[src/rtl/rx_queue_select_if.sv]
// ---------------------------------------------------------------------------
// rx_queue_select_if
//   Result handshake between rx_queue_select and the rx_engine.
//   master (rx_queue_select): drives valid, queue, hash; samples ready.
//   slave  (rx_engine)      : samples valid, queue, hash; drives ready.
//   Signals:
//     valid  - result present at FIFO head
//     ready  - consumer accepts the head entry this cycle
//     queue  - selected receive queue index (QIDX_WIDTH bits)
//     hash   - frame hash carried alongside the result (HASH_WIDTH bits)
// ---------------------------------------------------------------------------
`ifndef HASH_WIDTH
`define HASH_WIDTH 32
`endif

interface rx_queue_select_if #(
    parameter int QIDX_WIDTH = 8,
    parameter int HASH_WIDTH = `HASH_WIDTH
);
    logic                  valid;
    logic                  ready;
    logic [QIDX_WIDTH-1:0] queue;
    logic [HASH_WIDTH-1:0] hash;

    modport master (output valid, output queue, output hash, input ready);
    modport slave  (input valid, input queue, input hash, output ready);
endinterface

[src/rtl/rx_queue_select.sv]
// ---------------------------------------------------------------------------
// rx_queue_select
//   RSS queue selection. Each crx_hash_valid pulse is registered in S1
//   together with its queue index, taken either from a 2^TBL_AW-entry
//   indirection table (cfg_rss_en=1) or from cfg_default_queue. S1 feeds
//   a show-ahead FIFO of 2^FIFO_AW {queue, hash} entries that is drained
//   over the qsel valid/ready handshake. The hash source cannot stall, so
//   a push into a full FIFO that is not popped in the same cycle is
//   discarded.
//
//   Ports:
//     clk, rst_n          - clock; asynchronous active-low reset
//     crx_hash_valid/hash - single-cycle frame hash pulse
//     cfg_rss_en          - 1: table lookup, 0: cfg_default_queue
//     cfg_default_queue   - queue used when RSS is disabled
//     cfg_tbl_wr_*        - indirection-table write port
//     qsel                - result handshake (rx_queue_select_if.master)
//     qsel_drop_cnt       - saturating count of overflow drops
//
//   Build option:
//     RX_QSEL_DROP_CNT_EN - when defined, qsel_drop_cnt is a 32-bit
//                           saturating counter; otherwise it is tied to 0
//                           and overflow entries are dropped silently.
//   HASH_WIDTH (macro) sets the hash width, default 32.
// ---------------------------------------------------------------------------
`ifndef HASH_WIDTH
`define HASH_WIDTH 32
`endif

module rx_queue_select #(
    parameter int QIDX_WIDTH = 8,
    parameter int TBL_AW     = 7,
    parameter int FIFO_AW    = 2
) (
    input  logic                   clk,
    input  logic                   rst_n,
    input  logic                   crx_hash_valid,
    input  logic [`HASH_WIDTH-1:0] crx_hash,
    input  logic                   cfg_rss_en,
    input  logic [QIDX_WIDTH-1:0]  cfg_default_queue,
    input  logic                   cfg_tbl_wr_en,
    input  logic [TBL_AW-1:0]      cfg_tbl_wr_addr,
    input  logic [QIDX_WIDTH-1:0]  cfg_tbl_wr_data,
    rx_queue_select_if.master      qsel,
    output logic [31:0]            qsel_drop_cnt
);

    localparam int HASH_W     = `HASH_WIDTH;
    localparam int TBL_SIZE   = 1 << TBL_AW;
    localparam int FIFO_DEPTH = 1 << FIFO_AW;
    localparam int ENTRY_W    = QIDX_WIDTH + HASH_W;
    localparam logic [FIFO_AW:0] PTR_ONE = 1;

    // -----------------------------------------------------------------------
    // Indirection table (flop array so the whole table clears on reset)
    // -----------------------------------------------------------------------
    logic [QIDX_WIDTH-1:0] tbl_reg [TBL_SIZE];
    logic [TBL_SIZE-1:0]   tbl_we;

    genvar gi;
    generate
        for (gi = 0; gi < TBL_SIZE; gi++) begin : g_tbl_we
            assign tbl_we[gi] = cfg_tbl_wr_en && (cfg_tbl_wr_addr == TBL_AW'(gi));
        end
    endgenerate

    always_ff @(posedge clk or negedge rst_n) begin
        if (!rst_n) begin
            for (int i = 0; i < TBL_SIZE; i++) begin
                tbl_reg[i] <= '0;
            end
        end else begin
            for (int i = 0; i < TBL_SIZE; i++) begin
                if (tbl_we[i]) begin
                    tbl_reg[i] <= cfg_tbl_wr_data;
                end
            end
        end
    end

    // -----------------------------------------------------------------------
    // S1: lookup is taken from the table contents before any same-cycle
    // write lands, so a simultaneous write/lookup returns the old entry.
    // -----------------------------------------------------------------------
    logic                  s1_valid_reg;
    logic [HASH_W-1:0]     s1_hash_reg;
    logic [QIDX_WIDTH-1:0] s1_queue_reg;
    logic [QIDX_WIDTH-1:0] lookup_queue;

    assign lookup_queue = cfg_rss_en ? tbl_reg[crx_hash[TBL_AW-1:0]] : cfg_default_queue;

    always_ff @(posedge clk or negedge rst_n) begin
        if (!rst_n) begin
            s1_valid_reg <= 1'b0;
            s1_hash_reg  <= '0;
            s1_queue_reg <= '0;
        end else begin
            s1_valid_reg <= crx_hash_valid;
            if (crx_hash_valid) begin
                s1_hash_reg  <= crx_hash;
                s1_queue_reg <= lookup_queue;
            end
        end
    end

    // -----------------------------------------------------------------------
    // Result FIFO (show-ahead). Pointers carry one extra wrap bit.
    // -----------------------------------------------------------------------
    logic [FIFO_AW:0]     wr_ptr_reg;
    logic [FIFO_AW:0]     rd_ptr_reg;
    logic [ENTRY_W-1:0]   fifo_mem [FIFO_DEPTH];
    logic [ENTRY_W-1:0]   head_entry;
    logic [ENTRY_W-1:0]   hold_reg;
    logic [ENTRY_W-1:0]   out_entry;
    logic                 fifo_empty;
    logic                 fifo_full;
    logic                 pop;
    logic                 push_ok;

    assign fifo_empty = (wr_ptr_reg == rd_ptr_reg);
    assign fifo_full  = (wr_ptr_reg[FIFO_AW] != rd_ptr_reg[FIFO_AW]) &&
                        (wr_ptr_reg[FIFO_AW-1:0] == rd_ptr_reg[FIFO_AW-1:0]);
    assign pop        = !fifo_empty && qsel.ready;
    // When full, a same-cycle pop frees the slot the push is about to use.
    assign push_ok    = s1_valid_reg && (!fifo_full || pop);

    always_ff @(posedge clk) begin
        if (push_ok) begin
            fifo_mem[wr_ptr_reg[FIFO_AW-1:0]] <= {s1_queue_reg, s1_hash_reg};
        end
    end

    always_ff @(posedge clk or negedge rst_n) begin
        if (!rst_n) begin
            wr_ptr_reg <= '0;
            rd_ptr_reg <= '0;
            hold_reg   <= '0;
        end else begin
            if (push_ok) begin
                wr_ptr_reg <= wr_ptr_reg + PTR_ONE;
            end
            if (pop) begin
                rd_ptr_reg <= rd_ptr_reg + PTR_ONE;
                hold_reg   <= head_entry;
            end
        end
    end

    assign head_entry = fifo_mem[rd_ptr_reg[FIFO_AW-1:0]];
    // While empty, show the last popped head so the data lines stay still.
    assign out_entry  = fifo_empty ? hold_reg : head_entry;

    assign qsel.valid = !fifo_empty;
    assign qsel.queue = out_entry[ENTRY_W-1 -: QIDX_WIDTH];
    assign qsel.hash  = out_entry[HASH_W-1:0];

    // -----------------------------------------------------------------------
    // Overflow drop counter
    // -----------------------------------------------------------------------
`ifdef RX_QSEL_DROP_CNT_EN
    logic        drop;
    logic [31:0] drop_cnt_reg;

    assign drop = s1_valid_reg && fifo_full && !pop;

    always_ff @(posedge clk or negedge rst_n) begin
        if (!rst_n) begin
            drop_cnt_reg <= '0;
        end else if (drop && (drop_cnt_reg != 32'hFFFF_FFFF)) begin
            drop_cnt_reg <= drop_cnt_reg + 32'd1;
        end
    end

    assign qsel_drop_cnt = drop_cnt_reg;
`else
    assign qsel_drop_cnt = 32'd0;
`endif

endmodule

[src/flat_wrapper.sv]
// flat-port wrapper written by rule: the top's interface ports become plain ports
module rx_queue_select_flat 
#(
    parameter int QIDX_WIDTH = 8,
    parameter int TBL_AW     = 7,
    parameter int FIFO_AW    = 2
)
  (clk, rst_n, crx_hash_valid, crx_hash, cfg_rss_en, cfg_default_queue, cfg_tbl_wr_en, cfg_tbl_wr_addr, cfg_tbl_wr_data, qsel_drop_cnt, qsel_valid, qsel_queue, qsel_hash, qsel_ready);
  rx_queue_select_if #(.QIDX_WIDTH(QIDX_WIDTH), .HASH_WIDTH((32))) qsel_i ();
  input  logic clk;
  input  logic rst_n;
  input  logic crx_hash_valid;
  input  logic [`HASH_WIDTH-1:0] crx_hash;
  input  logic cfg_rss_en;
  input  logic [QIDX_WIDTH-1:0] cfg_default_queue;
  input  logic cfg_tbl_wr_en;
  input  logic [TBL_AW-1:0] cfg_tbl_wr_addr;
  input  logic [QIDX_WIDTH-1:0] cfg_tbl_wr_data;
  output logic [31:0] qsel_drop_cnt;
  output wire logic [$bits(qsel_i.valid)-1:0] qsel_valid;
  output wire logic [$bits(qsel_i.queue)-1:0] qsel_queue;
  output wire logic [$bits(qsel_i.hash)-1:0] qsel_hash;
  input wire logic [$bits(qsel_i.ready)-1:0] qsel_ready;
  assign qsel_valid = qsel_i.valid;
  assign qsel_queue = qsel_i.queue;
  assign qsel_hash = qsel_i.hash;
  assign qsel_i.ready = qsel_ready;
  rx_queue_select #(.QIDX_WIDTH(QIDX_WIDTH), .TBL_AW(TBL_AW), .FIFO_AW(FIFO_AW)) u_core (.clk(clk), .rst_n(rst_n), .crx_hash_valid(crx_hash_valid), .crx_hash(crx_hash), .cfg_rss_en(cfg_rss_en), .cfg_default_queue(cfg_default_queue), .cfg_tbl_wr_en(cfg_tbl_wr_en), .cfg_tbl_wr_addr(cfg_tbl_wr_addr), .cfg_tbl_wr_data(cfg_tbl_wr_data), .qsel(qsel_i), .qsel_drop_cnt(qsel_drop_cnt));
endmodule
[config.mk]
export PLATFORM = sky130hd
export DESIGN_NAME = rx_queue_select_flat
export DESIGN_NICKNAME = d
export VERILOG_FILES = /design/src/rtl/rx_queue_select_if.sv /design/src/rtl/rx_queue_select.sv /design/src/flat_wrapper.sv
export SDC_FILE = /design/constraint.sdc
export NUM_CORES = 2
export LEC_CHECK = 0
export CELL_PAD_IN_SITES_DETAIL_PLACEMENT = 1
export CELL_PAD_IN_SITES_GLOBAL_PLACEMENT = 1
export CORE_UTILIZATION = 40
export CTS_CLUSTER_DIAMETER = 120
export DETAILED_ROUTE_END_ITERATION = 16
export PLACE_DENSITY = 0.72
export SKIP_CTS_REPAIR_TIMING = 1
export SYNTH_ARGS = -nofsm -noshare
export SYNTH_HDL_FRONTEND = slang
export SYNTH_SLANG_ARGS = --single-unit
[constraint.sdc]
create_clock -name clk -period 3.4 [get_ports clk]
set_input_delay 0.68 -clock clk [delete_from_list [all_inputs] [get_ports clk]]
set_output_delay 0.68 -clock clk [all_outputs]
set_load 0.005 [all_outputs]
* After elaboration in Yosys (flattened, before gate mapping)
Memory sizes are Yosys's and may differ from the RTL's.
Cells that the tools add are included.
** Word-level totals
- Register bits after elaboration :: 1111
- Bits in writable memories :: 160
- Input port bits :: 61
- Word-level logic and storage cells :: 411
- Memories kept :: 1
** Memory list
- u_core.fifo_mem :: words 4, bits a word 40, read ports 1, clocked after Yosys merged registers in 0, wr ports 1, RTL line rx_queue_select.sv:111 : logic [ENTRY_W-1:0] fifo_mem [FIFO_DEPTH];
** Operators by class
- Add/sub/neg operators :: 2
- $lt $le $gt $ge :: 1
- Eq/ne operators :: 130
- Multiplexer cells :: 7
- Bitwise operators :: 1
- Reductions and logical operators :: 135
** Operators by type and width (count)
- equality test 7 bit (second input constant) :: 64
- equality test 7 x 6 -> 1 bit (second input constant) :: 32
- logical AND 1 bit :: 131
- equality test 7 x 5 -> 1 bit (second input constant) :: 16
- binary-select mux 8 bit (select 7 bit) :: 1
- equality test 7 x 4 -> 1 bit (second input constant) :: 8
- 2-to-1 mux 40 bit :: 1
- equality test 7 x 3 -> 1 bit (second input constant) :: 4
- 2-to-1 mux 8 bit :: 3
- equality test 7 x 2 -> 1 bit (second input constant) :: 2
- >= comparator 8 bit (second input constant) :: 1
- NOT 7 -> 8 bit :: 1
- equality test 7 x 1 -> 1 bit (second input constant) :: 1
- logical NOT 7 bit :: 1
- adder 3 x 1 -> 3 bit (second input constant) :: 2
- equality test 3 bit :: 1
- equality test 2 bit :: 1
- logical NOT 1 bit :: 2
- 2-to-1 mux 1 bit :: 2
- logical OR 1 bit :: 1
- != test 1 bit :: 1

* Depth between registers and ports, before layout
- Word-level depth :: 7
- Depth in mapped cells :: 11

* Worst setup path after synthesis
Ideal clock, no wire load.
- Path kind :: register to register
- Start :: register u_core.rd_ptr_reg[0]
- End :: memory u_core.fifo_mem[3][0] in the netlist's numbering, enable pin
- Library setup time :: 440 ps
- Arrival time :: 2657 ps
- Data required time :: 2960 ps
- Path slack :: 303 ps
- Cell stages (with the launch flop) :: 6
- Path buffers :: 1
- Cells stage by stage :: dfrtp_1 -> clkbuf_1 -> xnor2_1 -> nand2_1 -> o31ai_1 -> nor2_1
** Between the ends
- Longest elaborated chain between the ends :: 7
- Elaborated cells on any way between the ends :: 10
- Classes of those cells :: 2 x eq/ne; 2 x mux; 6 x reduce/logical
** RTL lines
- start: declaration :: RTL line rx_queue_select.sv:110 : logic [FIFO_AW:0] rd_ptr_reg;
- start signal: assignment :: RTL line rx_queue_select.sv:143 : rd_ptr_reg <= rd_ptr_reg + PTR_ONE;
- equality test 3 bit or equality test 2 bit (tied branches) :: RTL line rx_queue_select.sv:120, rx_queue_select.sv:122
- logical NOT 1 bit or logical AND 1 bit (tied branches) :: RTL line rx_queue_select.sv:123, rx_queue_select.sv:121
- logical AND 1 bit or logical NOT 1 bit (tied branches) :: RTL line rx_queue_select.sv:123, rx_queue_select.sv:125
- logical OR 1 bit (*) :: RTL line rx_queue_select.sv:125 : assign push_ok = s1_valid_reg && (!fifo_full || pop);
- logical AND 1 bit (*) :: RTL line rx_queue_select.sv:125
- 2-to-1 mux 1 bit (*) :: RTL line rx_queue_select.sv:128 : if (push_ok) begin
- 2-to-1 mux 1 bit (not written as such) (*) :: RTL line rx_queue_select.sv:129 : fifo_mem[wr_ptr_reg[FIFO_AW-1:0]] <= {s1_queue_reg, s1_hash_reg};
- end: declaration :: RTL line rx_queue_select.sv:111
Every way passes the cells marked *; elsewhere a longest branch is shown, timed or not.

* Worst setup path in the final report
- Start :: register u_core.rd_ptr_reg[0]
- End :: output port qsel_hash[23]
** Between the ends
- Longest elaborated chain between the ends :: 2
- Elaborated cells on any way between the ends :: 3
- Classes of those cells :: 1 x eq/ne; 1 x mux; 1 x memory
** RTL lines
- memory read (4 x 40 bit) or equality test 3 bit (tied branches)
- 2-to-1 mux 40 bit (*) :: RTL line rx_queue_select.sv:151 : assign out_entry = fifo_empty ? hold_reg : head_entry;
- end: declaration :: RTL line flat_wrapper.sv:22 : output wire logic [$bits(qsel_i.hash)-1:0] qsel_hash;
Marks and branches as above.

==> impl_results.md <==
* Final setup fails at 11
* Worst slew pin tran at 1110 ps
* Largest net degree at the start of global routing at 97
* Synth unique cells at 56
* CTS Sinks at 1271
* Post-DR wirelength/cell at 26.8 um
* Die width at 380 um
* CP cell instances: buf_4 -> clkbuf_16 -> mux4_2 -> mux2_2 -> clkdlybuf4s50_1
* Post-Route WL at 159 mm
* LEAKAGE at 30.4 nW
* Final HPWL DP at 106 mm
* Final instance area at 0.0668 mm2
* Nets at 3995
* Synth Register Bits at 1271
* Sequential area share after synthesis at 57.0%
* Slew HR at 25.6%
* CP max stage delay at 510 ps
* Layout cells sized above 1 at 49.2%
* Floorplan core area at 0.142 mm2
* Die Area at 0.145 mm2
* Commonest non-fill, non-tap cells in the layout: 1127 x mux2_2, 1109 x dfrtp_1, 277 x buf_4
* CP Buf/Inv Count at 3
* Crit path kind: flip-flop to output port
* Initial DRT Pass Iterations at 5
* Clk buf depth at 3
* First-pass GRT wire length at 241 mm
* Mapped Area at 0.0572 mm2
* Top cells by area, synth: dfrtp_1 49%, mux2_2 22%, edfxtp_1 8.4%, mux4_2 7.6%, mux2i_1 2.8%
* Largest register FFs at 1024
* Share of the synthesized area in the top cell type at 48.6%
* Ys flop type: dfrtp_1
* Post-route ant nets at 0
* Fin Hold WS at 359 ps
* Pwr per Cell Area at 609 mW/mm2
* Setup Skew at 24.0 ps
* N_diodes at 0
* Post-place setup slack at -187 ps
* Final hold violations at 0
* Total vias in the final route at 33.2k
* Clock Tree Root: clkbuf_16
* Crit path max-delay family: multiplexers
* Failing checks: setup timing
* Total power at 40.7 mW
* Avg Vias per Cell at 5.61
* Number of global-route vias before repair at 36.3k
* Critical path data arrival time at 2750 ps
* Most common cell after layout, fill and taps aside: mux2_2
* Max-cap viol count at 0
* Outcome: complete, but fails checks
* Critical-path top delay cell: mux4_2
* Clock latency on the worst-skew pair at 770 ps
* Global Route Usage Sum at 22.0%
* Final Critical Period at 3430 ps
* YS warnings at 0
* Worst hold path type: input pin to flip-flop
* I/O pins at 134
* Total CTS buffers at 138
* Clock transition at path regs at 60 ps
* Final worst slack at -33.5 ps
* DR iter-0 viols at 2298
* Initial antenna violation count at 6
* Number of synthesized flops with an enable pin at 160
* GPL Wtd Cong at 0.878
* Row count at 138
* Total gr overflow at 0
* Slew Viols, Final at 0
* Area grow syn2layout at 16.8%
* IO Port Bufs at 101
* Initial core utilization at 40.4%
* Startpoint types: flip-flop
* Synth async-reset ratio at 87.4%
* Worst vdd ir at 0.538 mV
* Leading area contributor after synthesis: dfrtp_1
* CP endpoint kind: output port
* Die Ht at 380 um
* CTS tree: built
* Final Cycle Share at 101%
* Req. time, crit path at 2720 ps
* Fmax at 0.291 GHz
* CTS H-tree depth at 4
* Final Util at 47.2%
* CP max FO at 5
* Syn Inst Count at 3618
* RSZ-0062 raised after global routing: yes
* Placed inst area at 0.0621 mm2
* Syn avg cell area at 15.8 um2
* Drt drc at 0
==> routing by layer <==
metal	global-route usage, %	wire [um]
met5	0	51
met4	6.61	4180
met3	4.42	7870
met2	34.9	75300
met1	30.6	71100
==> stage by stage <==
step / TNS (ps) / std cells
floorplan: 0 / 3649
global placement: -13240 / 5671
detailed placement: -2020 / 5671
CTS: -6430 / 5911
global route: -2020 / 5919
finish: -211 / 5919
==> cell usage after synthesis, types with 11 or more instances <==
library cell,number
mux2_2,1129
dfrtp_1,1111
mux4_2,194
edfxtp_1,160
clkbuf_1,158
mux2i_1,158
nand2_1,83
nor2_2,78
o22ai_1,57
buf_4,45
buf_2,41
mux4_1,39
o21ai_0,38
a22oi_1,37
nor2_1,35
a211oi_1,24
nand3_1,21
buf_6,17
inv_1,16
nor3_1,16
mux2_1,11
o2111ai_1,11
==> cell families (layout without fill, tap and decap cells) <==
| kind of cell | after synthesis | in the layout | share of synthesized area (%) |
|---|---|---|---|
| AOI/OAI and AO/OA | 205 | 205 | 2.40 |
| xor gates and xnor gates | 7 | 7 | 0.107 |
| adders and majority gates | 5 | 5 | 0.109 |
| buffers and inverters | 305 | 685 | 3.06 |
| DFF | 1271 | 1271 | 57.0 |
| muxes | 1531 | 1531 | 34.6 |
| other | 1 | 32 | 0.00655 |
| and+or+nand+nor | 293 | 293 | 2.75 |
==> final cells by class <==
type | instances | area, um2
Fill cell | 13700 | 74900
Sequential cell | 1271 | 32600
Multi-Input combinational cell | 2073 | 23100
Timing Repair Buffer | 429 | 4240
Clock buffer | 193 | 3910
Tap cell | 1890 | 2360
Clock inverter | 47 | 544
Inverter | 16 | 60.1
==> power by group <==
part	leakage (nW)	internal, mW	switching, mW
registers	16.4	17.2	0.887
clock network	2.17	8.61	6.26
logic	11.8	4.17	3.54
==> path summary, 6_finish.rpt <==
| kind | startpoint | slack [ps] | end | cells past startpoint |
|---|---|---|---|---|
| max | u_core.rd_ptr_reg[0] | -30 | qsel_hash[23] | 5 |
| min | crx_hash_valid | 360 | u_core.s1_hash_reg[21] | 2 |
| max reg2reg | u_core.rd_ptr_reg[0] | 990 | u_core.hold_reg[34] | 7 |
| min reg2reg | u_core.tbl_reg[472] | 490 | u_core.tbl_reg[472] | 1 |
| max in group asynchronous | rst_n | 1830 | u_core.tbl_reg[497] | 4 |
| min in group asynchronous | rst_n | 520 | u_core.tbl_reg[565] | 2 |
==> worst reg2reg max path, delay by kind of cell, from the launching register on <==
family        cells  cell delay, ps
mux               1             400
xor+xnor          1             170
buf+inv           3             660
simple gates      2             600
flops             1             470
Note: power is estimated with default switching activity, not from simulation.
